File: config.mk
export PLATFORM = sky130hd
export DESIGN_NAME = keypad_scan_amisha
export DESIGN_NICKNAME = d
export VERILOG_FILES = /design/src/rtl/keypad_pkg_amisha.sv /design/src/rtl/scan_tick_amisha.sv /design/src/rtl/keypad_scan_amisha.sv
export SDC_FILE = /design/constraint.sdc
export NUM_CORES = 1
export LEC_CHECK = 0
export ABC_AREA = 1
export CAP_MARGIN = 10
export CORE_MARGIN = 2
export CORE_UTILIZATION = 40
export DETAILED_ROUTE_END_ITERATION = 10
export DONT_BUFFER_PORTS = 1
export PLACE_DENSITY = 0.52
export REMOVE_ABC_BUFFERS = 1
export SLEW_MARGIN = 40
export SYNTH_ARGS = -nofsm -noshare
export SYNTH_HDL_FRONTEND = slang
export SYNTH_SLANG_ARGS = --single-unit
File: constraint.sdc
create_clock -name clk_amisha -period 2.9 [get_ports clk_amisha]
set_clock_uncertainty 0.2 [all_clocks]
set_input_delay 0.145 -clock clk_amisha [delete_from_list [all_inputs] [get_ports clk_amisha]]
set_output_delay 0.145 -clock clk_amisha [all_outputs]
set_load 0.05 [all_outputs]
File: src/rtl/keypad_pkg_amisha.sv
// Shared types and constants for the 4x4 keypad scanner: FSM states, idle patterns,
// row rotation sequence and small decode helpers.
package keypad_pkg_amisha;

  typedef enum logic [1:0] {
    SCAN     = 2'd0,
    DEBOUNCE = 2'd1,
    HOLD     = 2'd2,
    RELEASE  = 2'd3
  } state_e;

  localparam logic [3:0] ROW_IDLE = 4'b1111;
  localparam logic [3:0] COL_NONE = 4'b1111;

  localparam logic [3:0] ROW_0 = 4'b1110;
  localparam logic [3:0] ROW_1 = 4'b1101;
  localparam logic [3:0] ROW_2 = 4'b1011;
  localparam logic [3:0] ROW_3 = 4'b0111;

  function automatic logic [3:0] next_row(input logic [3:0] row);
    case (row)
      ROW_0:   next_row = ROW_1;
      ROW_1:   next_row = ROW_2;
      ROW_2:   next_row = ROW_3;
      default: next_row = ROW_0;
    endcase
  endfunction

  function automatic logic [1:0] row_index(input logic [3:0] row);
    case (row)
      ROW_1:   row_index = 2'd1;
      ROW_2:   row_index = 2'd2;
      ROW_3:   row_index = 2'd3;
      default: row_index = 2'd0;
    endcase
  endfunction

  // Lowest-index active-low column wins when several keys share the row.
  function automatic logic [1:0] lowest_low(input logic [3:0] col);
    if (!col[0])      lowest_low = 2'd0;
    else if (!col[1]) lowest_low = 2'd1;
    else if (!col[2]) lowest_low = 2'd2;
    else              lowest_low = 2'd3;
  endfunction

endpackage

File: src/rtl/scan_tick_amisha.sv
// Enabled up-counter with terminal-count strobe; WRAP=1 gives a periodic tick
// (row prescaler, repeat timer), WRAP=0 saturates at N-1 (debounce timer).
module scan_tick_amisha #(
  parameter int unsigned N    = 4,
  parameter bit          WRAP = 1'b1,
  localparam int unsigned W   = (N > 1) ? $clog2(N) : 1
) (
  input  logic clk,
  input  logic rst,
  input  logic en,
  input  logic clr,
  output logic tc
);

  localparam logic [W-1:0] LAST = W'(N - 1);

  logic [W-1:0] cnt_q, cnt_d;

  always_comb begin
    tc    = en && (cnt_q == LAST);
    cnt_d = cnt_q;
    if (clr) begin
      cnt_d = '0;
    end else if (en) begin
      if (cnt_q == LAST) cnt_d = WRAP ? '0 : cnt_q;
      else               cnt_d = cnt_q + W'(1);
    end
  end

  always_ff @(posedge clk or posedge rst) begin
    if (rst) cnt_q <= '0;
    else     cnt_q <= cnt_d;
  end

endmodule

File: src/rtl/keypad_scan_amisha.sv
// 4x4 keypad scanner: active-low row drive, synchronized and debounced column returns,
// key code with one-cycle valid strobe. Define KEYPAD_REPEAT_EN for auto-repeat while held.
module keypad_scan_amisha
  import keypad_pkg_amisha::*;
#(
  parameter int unsigned SCAN_DIV  = 50_000,
  parameter int unsigned DB_CYCLES = 500_000
`ifdef KEYPAD_REPEAT_EN
  , parameter int unsigned REPEAT_CYCLES = 25_000_000
`endif
) (
  input  logic       clk_amisha,
  input  logic       reset_amisha,
  input  logic [3:0] col_amisha,
  output logic [3:0] row_amisha,
  output logic [3:0] key_code_amisha,
  output logic       key_valid_amisha,
  output logic       key_down_amisha
);

  logic [3:0] col_s1_q, col_s2_q;
  state_e     state_q, state_d;
  logic [3:0] row_q, row_d;
  logic [3:0] pat_q, pat_d;
  logic [3:0] pend_q, pend_d;
  logic [3:0] code_q, code_d;
  logic       valid_q, valid_d;
  logic       down_q, down_d;

  logic [3:0] col_s;
  logic       pre_tc, db_en, db_clr, db_tc, rep_tc;

  assign col_s = col_s2_q;

  scan_tick_amisha #(.N(SCAN_DIV), .WRAP(1'b1)) u_prescale (
    .clk (clk_amisha),
    .rst (reset_amisha),
    .en  (state_q == SCAN),
    .clr (state_q != SCAN),
    .tc  (pre_tc)
  );

  // One timer serves both press and release debounce; it idles cleared in SCAN/HOLD.
  assign db_en  = ((state_q == DEBOUNCE) && (col_s == pat_q)) ||
                  ((state_q == RELEASE)  && (col_s == COL_NONE));
  assign db_clr = (state_q == SCAN) || (state_q == HOLD);

  scan_tick_amisha #(.N(DB_CYCLES), .WRAP(1'b0)) u_debounce (
    .clk (clk_amisha),
    .rst (reset_amisha),
    .en  (db_en),
    .clr (db_clr),
    .tc  (db_tc)
  );

`ifdef KEYPAD_REPEAT_EN
  scan_tick_amisha #(.N(REPEAT_CYCLES), .WRAP(1'b1)) u_repeat (
    .clk (clk_amisha),
    .rst (reset_amisha),
    .en  (state_q == HOLD),
    .clr (state_q != HOLD),
    .tc  (rep_tc)
  );
`else
  assign rep_tc = 1'b0;
`endif

  always_comb begin
    state_d = state_q;
    row_d   = row_q;
    pat_d   = pat_q;
    pend_d  = pend_q;
    code_d  = code_q;
    valid_d = 1'b0;
    down_d  = down_q;
    case (state_q)
      SCAN: begin
        if (pre_tc) begin
          if (col_s != COL_NONE) begin
            state_d = DEBOUNCE;
            pat_d   = col_s;
            pend_d  = {row_index(row_q), lowest_low(col_s)};
          end else begin
            row_d = next_row(row_q);
          end
        end
      end
      DEBOUNCE: begin
        if (col_s != pat_q) begin
          state_d = SCAN;
          row_d   = next_row(row_q);
        end else if (db_tc) begin
          state_d = HOLD;
          code_d  = pend_q;
          valid_d = 1'b1;
          down_d  = 1'b1;
        end
      end
      HOLD: begin
        if (col_s == COL_NONE) state_d = RELEASE;
        else if (rep_tc)       valid_d = 1'b1;
      end
      RELEASE: begin
        if (col_s != COL_NONE) begin
          state_d = HOLD;
        end else if (db_tc) begin
          state_d = SCAN;
          down_d  = 1'b0;
          row_d   = next_row(row_q);
        end
      end
      default: state_d = SCAN;
    endcase
  end

  always_ff @(posedge clk_amisha or posedge reset_amisha) begin
    if (reset_amisha) begin
      col_s1_q <= COL_NONE;
      col_s2_q <= COL_NONE;
      state_q  <= SCAN;
      row_q    <= ROW_0;
      pat_q    <= COL_NONE;
      pend_q   <= '0;
      code_q   <= '0;
      valid_q  <= 1'b0;
      down_q   <= 1'b0;
    end else begin
      col_s1_q <= col_amisha;
      col_s2_q <= col_s1_q;
      state_q  <= state_d;
      row_q    <= row_d;
      pat_q    <= pat_d;
      pend_q   <= pend_d;
      code_q   <= code_d;
      valid_q  <= valid_d;
      down_q   <= down_d;
    end
  end

  assign row_amisha       = row_q;
  assign key_code_amisha  = code_q;
  assign key_valid_amisha = valid_q;
  assign key_down_amisha  = down_q;

endmodule

==> results of run 1 <==
## stage by stage
step | cells | power (mW)
after detailed placement | 525 | 0.9386
after global routing | 546 | 1.882
after CTS | 546 | 1.825
after global placement | 525 | 0.9386
final | 546 | 1.800
after floorplan | 416 | 0.9279
## layer usage
layer,GRT usage [%],wire length [µm],vias up
met5,0,0,-
met4,6.429,89,0
met3,3.399,217,10
met2,26.23,3181,42
met1,23.96,3496,1235
li1,-,-,1391
## logic make-up (layout without fill, tap and decap cells)
logic type      count (synthesis)  count (layout)  share of synthesized area [%]
compound gates                 48              48                          7.981
simple gates                  235             235                          32.37
fa+ha+maj                       2               2                         0.7492
flops                          63              63                          47.77
xor+xnor                       11              11                          2.885
buf+inv                        67              82                          8.242
## cell type report
type | count | area, µm²
Timing Repair Buffer | 9 | 80.08
Tap cell | 105 | 131.4
Clock buffer | 10 | 137.6
Sequential cell | 63 | 1595
Fill cell | 809 | 4415
Multi-Input combinational cell | 296 | 1469
Inverter | 57 | 214.0
Clock inverter | 6 | 91.34
## cell usage after synthesis, types with 2 or more instances
library cell	number
nor2_2	8
inv_2	4
buf_2	4
buf_4	3
a31oi_1	2
inv_1	52
nand3_1	32
dfstp_2	15
ha_1	2
o21ai_1	16
o31ai_1	7
nor2_1	46
a21oi_1	8
nand4_2	2
nand2_2	3
nor3_1	16
nand2_1	106
nand3b_1	2
nand4_1	13
dfrtp_1	48
xnor2_1	3
xor2_1	8
o21ai_0	13
## sequential cells by signal (all words and copies together) (netlist names), 4 cells and up
register          cells
pend_q                4
col_s                 4
key_code_amisha       4
u_debounce.cnt_q     19
pat_q                 4
u_prescale.cnt_q     16
col_s1_q              4
row_amisha            4
## power groups by stage
stage / clock (mW) / sequential, mW / combinational [mW]
floorplan: 0 / 0.907 / 0.0206
global placement: 0 / 0.908 / 0.0301
detailed placement: 0 / 0.908 / 0.0301
CTS: 0.898 / 0.892 / 0.0357
global route: 0.950 / 0.892 / 0.0397
finish: 0.875 / 0.892 / 0.0333
## path summary, 6_finish.rpt
| path | end | startpoint | cells past startpoint | slack [ns] |
|---|---|---|---|---|
| hold reg to reg | col_s[2]$_DFF_PP1_ | col_s1_q[2]$_DFF_PP1_ | 0 | 0.16 |
| hold / removal | col_s1_q[3]$_DFF_PP1_ | col_amisha[3] | 1 | 0.14 |
| max in group asynchronous | row_amisha[1]$_DFFE_PP1P_ | reset_amisha | 3 | 1.58 |
| setup / recovery | u_debounce.cnt_q[5]$_DFFE_PP0P_ | state_q[0]$_DFFE_PP0P_ | 9 | 0.48 |
| setup reg to reg | u_debounce.cnt_q[5]$_DFFE_PP0P_ | state_q[0]$_DFFE_PP0P_ | 9 | 0.48 |
| min in group asynchronous | u_debounce.cnt_q[17]$_DFFE_PP0P_ | reset_amisha | 2 | 0.16 |
==> flow_metrics.env, run 1 <==
export IMPL_yosysWarnings=0
export IMPL_drtAntennaViolNets=0
export IMPL_cp_end_kind="flop"
export IMPL_fp_coreArea_mm2=0.008134
export IMPL_ys_flop_type="dfrtp_1"
export IMPL_slew_headroom_pct=55.13
export IMPL_cts_root_buf="clkbuf_8"
export IMPL_grt_pass1_vias=2544
export IMPL_path_class="flop to flop"
export IMPL_setup_viol_count_final=0
export IMPL_slowest_stage="dfrtp_1"
export IMPL_netlist_area_leader_share_pct=35.97
export IMPL_viasPerCell=4.905
export IMPL_status="complete, no violations"
export IMPL_hpwl_mm=5.070
export IMPL_slew_viol_final=0
export IMPL_vias=2678
export IMPL_path_buf_inv=1
export IMPL_hp_class="primary input to flop"
export IMPL_synth_cell_types=36
export IMPL_drive_above_1_share_pct=13.61
export IMPL_swShare_pct=21.79
export IMPL_p_leak_nw=1.686
export IMPL_fin_ws_ns=0.4818
export IMPL_rows=33
export IMPL_ctsLongestPathBuffers=2
export IMPL_place_port_buffers=0
export IMPL_rsz0062_at_grt="no"
export IMPL_final_cell_mix="106 x nand2_1, 51 x inv_1, 48 x dfrtp_1, 46 x nor2_1, 32 x nand3_1"
export IMPL_netlist_area_mm2=0.003339
export IMPL_first_iter_violations=126
export IMPL_final_common_cell="nand2_1"
export IMPL_grt_first_pass_wirelength_mm=12.08
export IMPL_ys_seq_area_share_pct=47.77
export IMPL_synth_seq_cells=63
export IMPL_drv_cap=0
export IMPL_finalWirelength_mm=6.984
export IMPL_synth_top_area_cell="dfrtp_1"
export IMPL_design_die_area_mm2=0.009095
export IMPL_vdd_drop_max_v=0.0002640
export IMPL_grt_max_degree=33
export IMPL_required_ns=2.92
export IMPL_cts_resized=0
export IMPL_syn_area_per_cell_um2=7.839
export IMPL_synth_cells=426
export IMPL_final_area_mm2=0.003719
export IMPL_drt_pass1_iterations=4
export IMPL_track_usage_pct=17.11
export IMPL_comb_power_share_pct=1.9
export IMPL_path_common_cell="nand2_1"
export IMPL_io_pins=16
export IMPL_pwr_share_clk_pct=48.6
export IMPL_worstMarginPinSlew_ns=0.6720
export IMPL_die_h_um=95.37
export IMPL_diodes=0
export IMPL_drc=0
export IMPL_postCtsSetupBuffers=0
export IMPL_cpLargestDelayFamily="simple AND/OR/NAND/NOR gates"
export IMPL_p_switching_uw=392.3
export IMPL_path_cells="nand2_1 -> a21oi_1 -> nand3_1 -> nand2_1 -> o21ai_2 -> nand2_2 -> inv_1 -> nand2_1 -> o31ai_1"
export IMPL_dpl_cell_area_mm2=0.003440
export IMPL_tns_ns=0
export IMPL_place_ws_ns=0.5330
export IMPL_final_hold_viol_count=0
export IMPL_fin_crit_ns=2.418
export IMPL_area_growth_pct=11.35
export IMPL_grt_antenna_before_repair=0
export IMPL_intPower_mw=1.408
export IMPL_crit_path_start_kind="flop"
export IMPL_holdWs_ns=0.1422
export IMPL_cts_hold_buf=5
export IMPL_cts_tree="done"
export IMPL_synth_area_leaders="dfrtp_1 36%, nand2_1 12%, dfstp_2 12%"
export IMPL_htree_levels=3
export IMPL_powerDensity_mw_per_mm2=484.1
export IMPL_clk_latency_ns=0.34
export IMPL_start_util_pct=41.06
export IMPL_cts_sinks=63
export IMPL_nets=444
export IMPL_grt_overflow_total=0
export IMPL_cp_max_fo=22
export IMPL_fin_util_pct=45.72
export IMPL_avgRoutedWirePerCell_um=12.79
export IMPL_numCtsBuffers=9
export IMPL_cp_slowest_stage_delay_ns=0.74
export IMPL_fin_crit_sh_pct=83.39
export IMPL_power_frac_seq_pct=49.6
export IMPL_cp_data_arrival_time_ns=2.44
export IMPL_path_clk_slew_ns=0.07
export IMPL_gp_congestion=0.8701
export IMPL_clock_fmax_mhz=413.5
export IMPL_ys_async_sr_fraction_pct=100.0
export IMPL_synth_edf_count=0
export IMPL_die_x_um=95.37
Power figures use the tool's default switching activity.
==> inputs of run 2 (changes only) <==
--- a/config.mk
+++ b/config.mk
@@ -5,13 +5,13 @@
 export SDC_FILE = /design/constraint.sdc
 export NUM_CORES = 1
 export LEC_CHECK = 0
-export ABC_AREA = 1
+export ABC_AREA = 0
 export CAP_MARGIN = 10
 export CORE_MARGIN = 2
 export CORE_UTILIZATION = 40
 export DETAILED_ROUTE_END_ITERATION = 10
 export DONT_BUFFER_PORTS = 1
-export PLACE_DENSITY = 0.52
+export PLACE_DENSITY = 0.54
 export REMOVE_ABC_BUFFERS = 1
 export SLEW_MARGIN = 40
 export SYNTH_ARGS = -nofsm -noshare
==> constraint.sdc (replaced) <==
create_clock -name clk_amisha -period 2.15 [get_ports clk_amisha]
set_clock_uncertainty 0.2 [all_clocks]
set_input_delay 0.1075 -clock clk_amisha [delete_from_list [all_inputs] [get_ports clk_amisha]]
set_output_delay 0.1075 -clock clk_amisha [all_outputs]
set_load 0.05 [all_outputs]
==> run 2 against run 1 <==
  * Maximum frequency decreased by 2.5%
  * Combinational power increased by 69%
  * The run now ends with setup timing left
  * Routed wire length decreased by 6.0%
  * Die area decreased by 8.8%
  * Clock-buffer cell count unchanged
  * Largest power group unchanged
  * Register-to-register slack got worse by 0.81 ns
  * Global-route usage increased by 0.071 points
  * Hold slack got worse by 0.073 ns
  * Sequential share of layout area decreased by 4.4 points
  * Clock power increased by 22%
==> flow_metrics.env, run 2 <==
export IMPL_status="complete, but fails checks"
export IMPL_violations="setup timing"
export IMPL_io_pins=16
export IMPL_path_clk_slew_ns=0.07
export IMPL_largest_register="u_debounce.cnt_q"
export IMPL_ys_flop_type="dfrtp_1"
export IMPL_cts_root_buf="clkbuf_8"
export IMPL_final_common_cell="buf_4"
export IMPL_cts_tree="done"
export IMPL_die_h_um=91.10
export IMPL_fin_util_pct=56.86
export IMPL_grtUsageMet3_pct=4.979
export IMPL_crit_path_start_kind="flop"
export IMPL_drc=0
export IMPL_rsz0062_at_grt="yes"
export IMPL_synth_area_leaders="dfrtp_1 40%, dfstp_2 13%, mux2_2 3.7%"
export IMPL_drv_cap=0
export IMPL_cp_end_kind="flop"
export IMPL_fin_crit_ns=2.480
export IMPL_synth_top_area_cell="dfrtp_1"
export IMPL_netlist_area_mm2=0.003034
export IMPL_critPathLaunch="u_prescale.cnt_q[12]$_DFF_PP0_"
export IMPL_viasPerCell=5.017
export IMPL_design_die_area_mm2=0.008298
export IMPL_die_x_um=91.10
export IMPL_nets=363
export IMPL_grt_antenna_before_repair=0
export IMPL_r2r_slack_ns=-0.33
export IMPL_area_growth_pct=36.66
export IMPL_track_usage_pct=17.18
export IMPL_hp_class="primary input to async pin"
export IMPL_vdd_drop_max_v=0.0004108
export IMPL_fin_crit_sh_pct=115.3
export IMPL_ys_async_sr_fraction_pct=100.0
export IMPL_drtAntennaViolNets=0
export IMPL_drive_above_1_share_pct=41.11
export IMPL_place_ws_ns=-0.2666
export IMPL_slew_headroom_pct=54.25
export IMPL_grt_first_pass_wirelength_mm=11.37
export IMPL_ctsLongestPathBuffers=2
export IMPL_slew_viol_final=0
export IMPL_powerDensity_mw_per_mm2=562.0
export IMPL_setup_viol_count_final=33
export IMPL_htree_levels=3
export IMPL_multi_input_area_mm2=0.001551
export IMPL_synth_cell_types=46
export IMPL_diodes=0
export IMPL_yosysWarnings=0
export IMPL_clock_fmax_mhz=403.2
export IMPL_netlist_area_leader_share_pct=39.59
export IMPL_fp_coreArea_mm2=0.007292
export IMPL_worstMarginPinSlew_ns=0.6862
export IMPL_finalWirelength_mm=6.564
export IMPL_numCtsBuffers=9
export IMPL_first_iter_violations=119
export IMPL_grt_pass1_vias=2418
export IMPL_yosysMostFrequentCell="dfrtp_1"
export IMPL_regArea_mm2=0.001595
export IMPL_largest_reg_flops=19
export IMPL_fin_ws_ns=-0.3299
export IMPL_cts_sinks=63
export IMPL_fill_cells=637
export IMPL_vias=2303
export IMPL_synth_seq_cells=63
export IMPL_drt_pass1_iterations=4
export IMPL_syn_area_per_cell_um2=10.68
export IMPL_gr_max_usage_layer="met2"
export IMPL_clk_latency_ns=0.35
export IMPL_start_util_pct=41.61
export IMPL_synth_commonest_cells="48 x dfrtp_1, 26 x nand2_1, 21 x nor2_1"
export IMPL_required_ns=2.22
export IMPL_hpwl_mm=4.161
export IMPL_top_regs="u_debounce.cnt_q (19), u_prescale.cnt_q (16)"
export IMPL_place_port_buffers=0
export IMPL_final_cell_mix="50 x buf_4, 48 x dfrtp_1, 24 x nand2_1, 20 x nor2_1, 15 x dfstp_2"
export IMPL_grtUsageMet1_pct=22.03
export IMPL_rows=31
export IMPL_gp_congestion=0.7644
export IMPL_synth_edf_count=0
export IMPL_ys_seq_area_share_pct=52.58
export IMPL_grt_max_degree=53
export IMPL_final_hold_viol_count=0
export IMPL_p_leak_nw=1.847
export IMPL_path_class="flop to flop"
export IMPL_synth_cells=284
export IMPL_cp_data_arrival_time_ns=2.55
export IMPL_rr_startpoint="u_prescale.cnt_q[12]$_DFF_PP0_"
export IMPL_cp_max_fo=5
export IMPL_gr_usage_met2_pct=27.72
export IMPL_avgRoutedWirePerCell_um=14.30
export IMPL_grt_overflow_total=0
[run 2: worst paths after layout]
| kind | end | depth (start not counted) |
|---|---|---|
| max | row_amisha[1]$_DFFE_PP1P_ | 6 |
| min | col_s1_q[0]$_DFF_PP1_ | 2 |
| max reg2reg | row_amisha[1]$_DFFE_PP1P_ | 6 |
| min reg2reg | col_s[2]$_DFF_PP1_ | 0 |
| max in group asynchronous | u_prescale.cnt_q[7]$_DFF_PP0_ | 3 |
| min in group clk_amisha | col_s1_q[2]$_DFF_PP1_ | 1 |
[run 2: cell families after synthesis]
logic type | after synthesis | share of synthesized area (%)
multiplexers | 21 | 7.340
adder cells (fa/ha/maj) | 2 | 0.8246
AND/OR/NAND/NOR | 124 | 23.46
flip-flops | 63 | 52.58
buffers and inverters | 23 | 3.546
XOR/XNOR | 16 | 4.618
AO/OA/AOI/OAI | 35 | 7.629
[run 2: final cells by class]
class / count / share of cell area [%]
Sequential cell: 63 / 38.47
Multi-Input combinational cell: 198 / 37.42
Timing Repair Buffer: 70 / 14.94
Clock buffer: 10 / 3.319
Tap cell: 99 / 2.987
Clock inverter: 6 / 1.690
Inverter: 13 / 1.177
[run 2: what timing repair did]
item                                   CTS  global route
buffers inserted                         9             3
cloned                                   1             0
setup endpoints to repair               37            43
hold buffers                             6             0
endpoints found under the hold margin   67             0
pin swaps                               14            19
resized for setup                       42            26
[run 2: critical path: stages (launching register included)]
cell     delay [ns]
dfrtp_1        0.38
or4_4          0.53
or4_4          0.58
o31ai_4        0.31
o21ai_4        0.11
buf_4          0.14
a21oi_1        0.16
[run 2: metal layers]
metal,up-vias,share of wire [%]
li1,1160,-
met1,1101,47
met2,27,49
met3,15,2.5
met4,0,1.9
met5,-,0
[run 2: stage by stage]
| step | TNS, ns | std cells | power, mW | hold WS (ns) | instance area (µm²) |
|---|---|---|---|---|---|
| 2_1_floorplan | -10.36 | 274 | 1.247 | -0.08802 | 2975 |
| 3_3_place_gp | -5.991 | 427 | 1.269 | -0.2625 | 3542 |
| 3_5_place_dp | -6.326 | 427 | 1.270 | -0.2602 | 3542 |
| 4_1_cts | -6.286 | 459 | 2.363 | 0.05171 | 4039 |
| 5_1_grt | -10.19 | 459 | 2.415 | 0.07739 | 4146 |
| 6_report | -5.113 | 459 | 2.330 | 0.06936 | 4146 |
[run 2: power by group]
group	leakage, nW	total, mW	switching, mW	internal [mW]
clock	0.0947	1.07	0.502	0.570
combinational	0.939	0.0563	0.0337	0.0226
sequential	0.813	1.20	0.00385	1.20
==> inputs of run 3 (changes only) <==
--- a/config.mk
+++ b/config.mk
@@ -11,7 +11,7 @@
 export CORE_UTILIZATION = 40
 export DETAILED_ROUTE_END_ITERATION = 10
 export DONT_BUFFER_PORTS = 1
-export PLACE_DENSITY = 0.54
+export PLACE_DENSITY = 0.52
 export REMOVE_ABC_BUFFERS = 1
 export SLEW_MARGIN = 40
 export SYNTH_ARGS = -nofsm -noshare
==> constraint.sdc (replaced) <==
create_clock -name clk_amisha -period 2.4 [get_ports clk_amisha]
set_clock_uncertainty 0.2 [all_clocks]
set_input_delay 0.12 -clock clk_amisha [delete_from_list [all_inputs] [get_ports clk_amisha]]
set_output_delay 0.12 -clock clk_amisha [all_outputs]
set_load 0.05 [all_outputs]
==> run 3 against run 2 <==
  * Via count down 2.9%
  * Non-clock buffer count fell by 25
  * First-iteration DRC count is 28% lower
  * Combinational power decreased by 23%
  * Hold slack got worse by 0.061 ns
  * Sequential share of layout area increased by 3.9 points
  * Routed wire length down 7.1%
  * Power down 8.5%
  * Maximum frequency is 1.2% higher
  * Final cell count decreased by 5.4%
  * Register-to-register slack better by 0.28 ns
  * The flow still finishes with violations (setup timing)
  * Sequential power down 10%
==> flow_metrics.env, run 3 (same netlist as run 2, synthesis figures left out) <==
export IMPL_status="complete, but fails checks"
export IMPL_violations="setup timing"
export IMPL_p_leak_nw=1.636
export IMPL_path_class="flop to flop"
export IMPL_path_cells="or4_4 -> or4_4 -> o31ai_4 -> o21ai_4 -> a211o_1"
export IMPL_vdd_drop_max_v=0.0003509
export IMPL_largest_register="u_debounce.cnt_q"
export IMPL_r2r_slack_ns=-0.05
export IMPL_tns_ns=-0.1404
export IMPL_path_clk_slew_ns=0.07
export IMPL_final_cells=434
export IMPL_grt_overflow_total=0
export IMPL_io_pins=16
export IMPL_fin_ws_ns=-0.05052
export IMPL_worstMarginPinSlew_ns=0.6787
export IMPL_slew_viol_final=0
export IMPL_htree_levels=3
export IMPL_place_ws_ns=-0.01611
export IMPL_fin_util_pct=51.68
export IMPL_final_cell_mix="48 x dfrtp_1, 34 x buf_4, 26 x nand2_1, 21 x nor2_1, 16 x nand3_1"
export IMPL_fin_crit_sh_pct=102.1
export IMPL_cp_slowest_stage_delay_ns=0.57
export IMPL_nets=338
export IMPL_path_common_cell="or4_4"
export IMPL_largest_reg_flops=19
export IMPL_grt_max_degree=27
export IMPL_cts_root_buf="clkbuf_8"
export IMPL_cts_sinks=63
export IMPL_rsz0062_at_grt="yes"
export IMPL_final_area_mm2=0.003769
export IMPL_diodes=0
export IMPL_rows=31
export IMPL_cp_data_arrival_time_ns=2.48
export IMPL_drive_above_1_share_pct=30.45
export IMPL_final_hold_viol_count=0
export IMPL_power_mw=2.133
export IMPL_clock_fmax_mhz=408.1
export IMPL_gp_congestion=0.7767
export IMPL_cp_end_kind="flop"
export IMPL_path_buf_inv=0
export IMPL_drtAntennaViolNets=0
export IMPL_grt_first_pass_wirelength_mm=10.74
export IMPL_first_iter_violations=86
export IMPL_vias=2237
export IMPL_design_die_area_mm2=0.008298
export IMPL_hp_class="primary input to async pin"
export IMPL_ctsLongestPathBuffers=2
export IMPL_grt_antenna_before_repair=0
export IMPL_drc=0
export IMPL_hpwl_mm=4.156
export IMPL_finalWirelength_mm=6.099
export IMPL_worstRegToRegCells=5
export IMPL_cp_max_fo=5
export IMPL_dpl_cell_area_mm2=0.003339
export IMPL_critPathLaunch="u_prescale.cnt_q[12]$_DFF_PP0_"
export IMPL_required_ns=2.43
export IMPL_slowest_stage="or4_4"
export IMPL_clk_latency_ns=0.34
export IMPL_track_usage_pct=16.28
export IMPL_drv_cap=0
export IMPL_avgRoutedWirePerCell_um=14.05
export IMPL_drt_pass1_iterations=4
export IMPL_numCtsBuffers=9
export IMPL_fill_cells=670
export IMPL_grt_pass1_vias=2260
export IMPL_start_util_pct=41.61
export IMPL_r2r_end="row_amisha[0]$_DFFE_PP0P_"
export IMPL_holdWs_ns=0.008664
export IMPL_die_h_um=91.10
export IMPL_cts_tree="done"
export IMPL_die_x_um=91.10
export IMPL_top_regs="u_debounce.cnt_q (19), u_prescale.cnt_q (16)"
export IMPL_viasPerCell=5.154
export IMPL_crit_path_start_kind="flop"
export IMPL_powerDensity_mw_per_mm2=566.0
export IMPL_fp_coreArea_mm2=0.007292
export IMPL_place_port_buffers=0
export IMPL_final_common_cell="dfrtp_1"
export IMPL_rr_startpoint="u_prescale.cnt_q[12]$_DFF_PP0_"
export IMPL_setup_viol_count_final=5
export IMPL_dp_cells=405
export IMPL_cpLargestDelayFamily="simple AND/OR/NAND/NOR gates"
export IMPL_area_growth_pct=24.21
export IMPL_slew_headroom_pct=54.75
export IMPL_fin_crit_ns=2.451
## run 3: layer usage
layer	vias up	global-route usage, %	part of all wire [%]
met5	-	0	0
met4	0	5.556	1.0
met3	5	4.730	2.9
met2	34	25.80	47
met1	1090	21.37	49
li1	1108	-	-
## run 3: cell type report
type	instances	area, µm²	area share [%]
Clock buffer	11	162.7	4.316
Clock inverter	5	61.31	1.627
Inverter	13	48.80	1.295
Multi-Input combinational cell	198	1405	37.28
Sequential cell	63	1595	42.33
Tap cell	99	123.9	3.287
Timing Repair Buffer	45	371.6	9.861
## run 3: repair_timing
item | CTS | global route
endpoints found under the hold margin | 56 | 0
pin swaps | 7 | 9
endpoints found under the setup margin | 11 | 34
resized for setup | 6 | 20
buffers inserted | 4 | 3
hold buffers | 6 | 0
cloned | 0 | 0
## run 3: worst reg2reg max path: stages (launching register included)
cell and delay [ns]:
dfrtp_1 0.38, or4_4 0.53, or4_4 0.57, o31ai_4 0.30, o21ai_4 0.11, a211o_1 0.26
## run 3: worst max-delay path by stage
stage                                  endpoint  slack (ns)  cells after the start
6_report              row_amisha[0]$_DFFE_PP0P_       -0.05                      5
5_1_grt               row_amisha[0]$_DFFE_PP0P_       -0.15                      6
3_5_place_dp              pend_q[0]$_DFFE_PP0P_       -0.02                      5
2_1_floorplan  u_debounce.cnt_q[14]$_DFFE_PP0P_       -0.24                      6
4_1_cts               row_amisha[0]$_DFFE_PP0P_       -0.02                      6
3_3_place_gp              pend_q[0]$_DFFE_PP0P_     -0.0003                      5
## run 3: power by group
group / switching, mW / leakage [nW] / internal [mW]
logic: 0.0287 / 0.708 / 0.0149
registers: 0.00338 / 0.813 / 1.07
clock network: 0.436 / 0.115 / 0.576
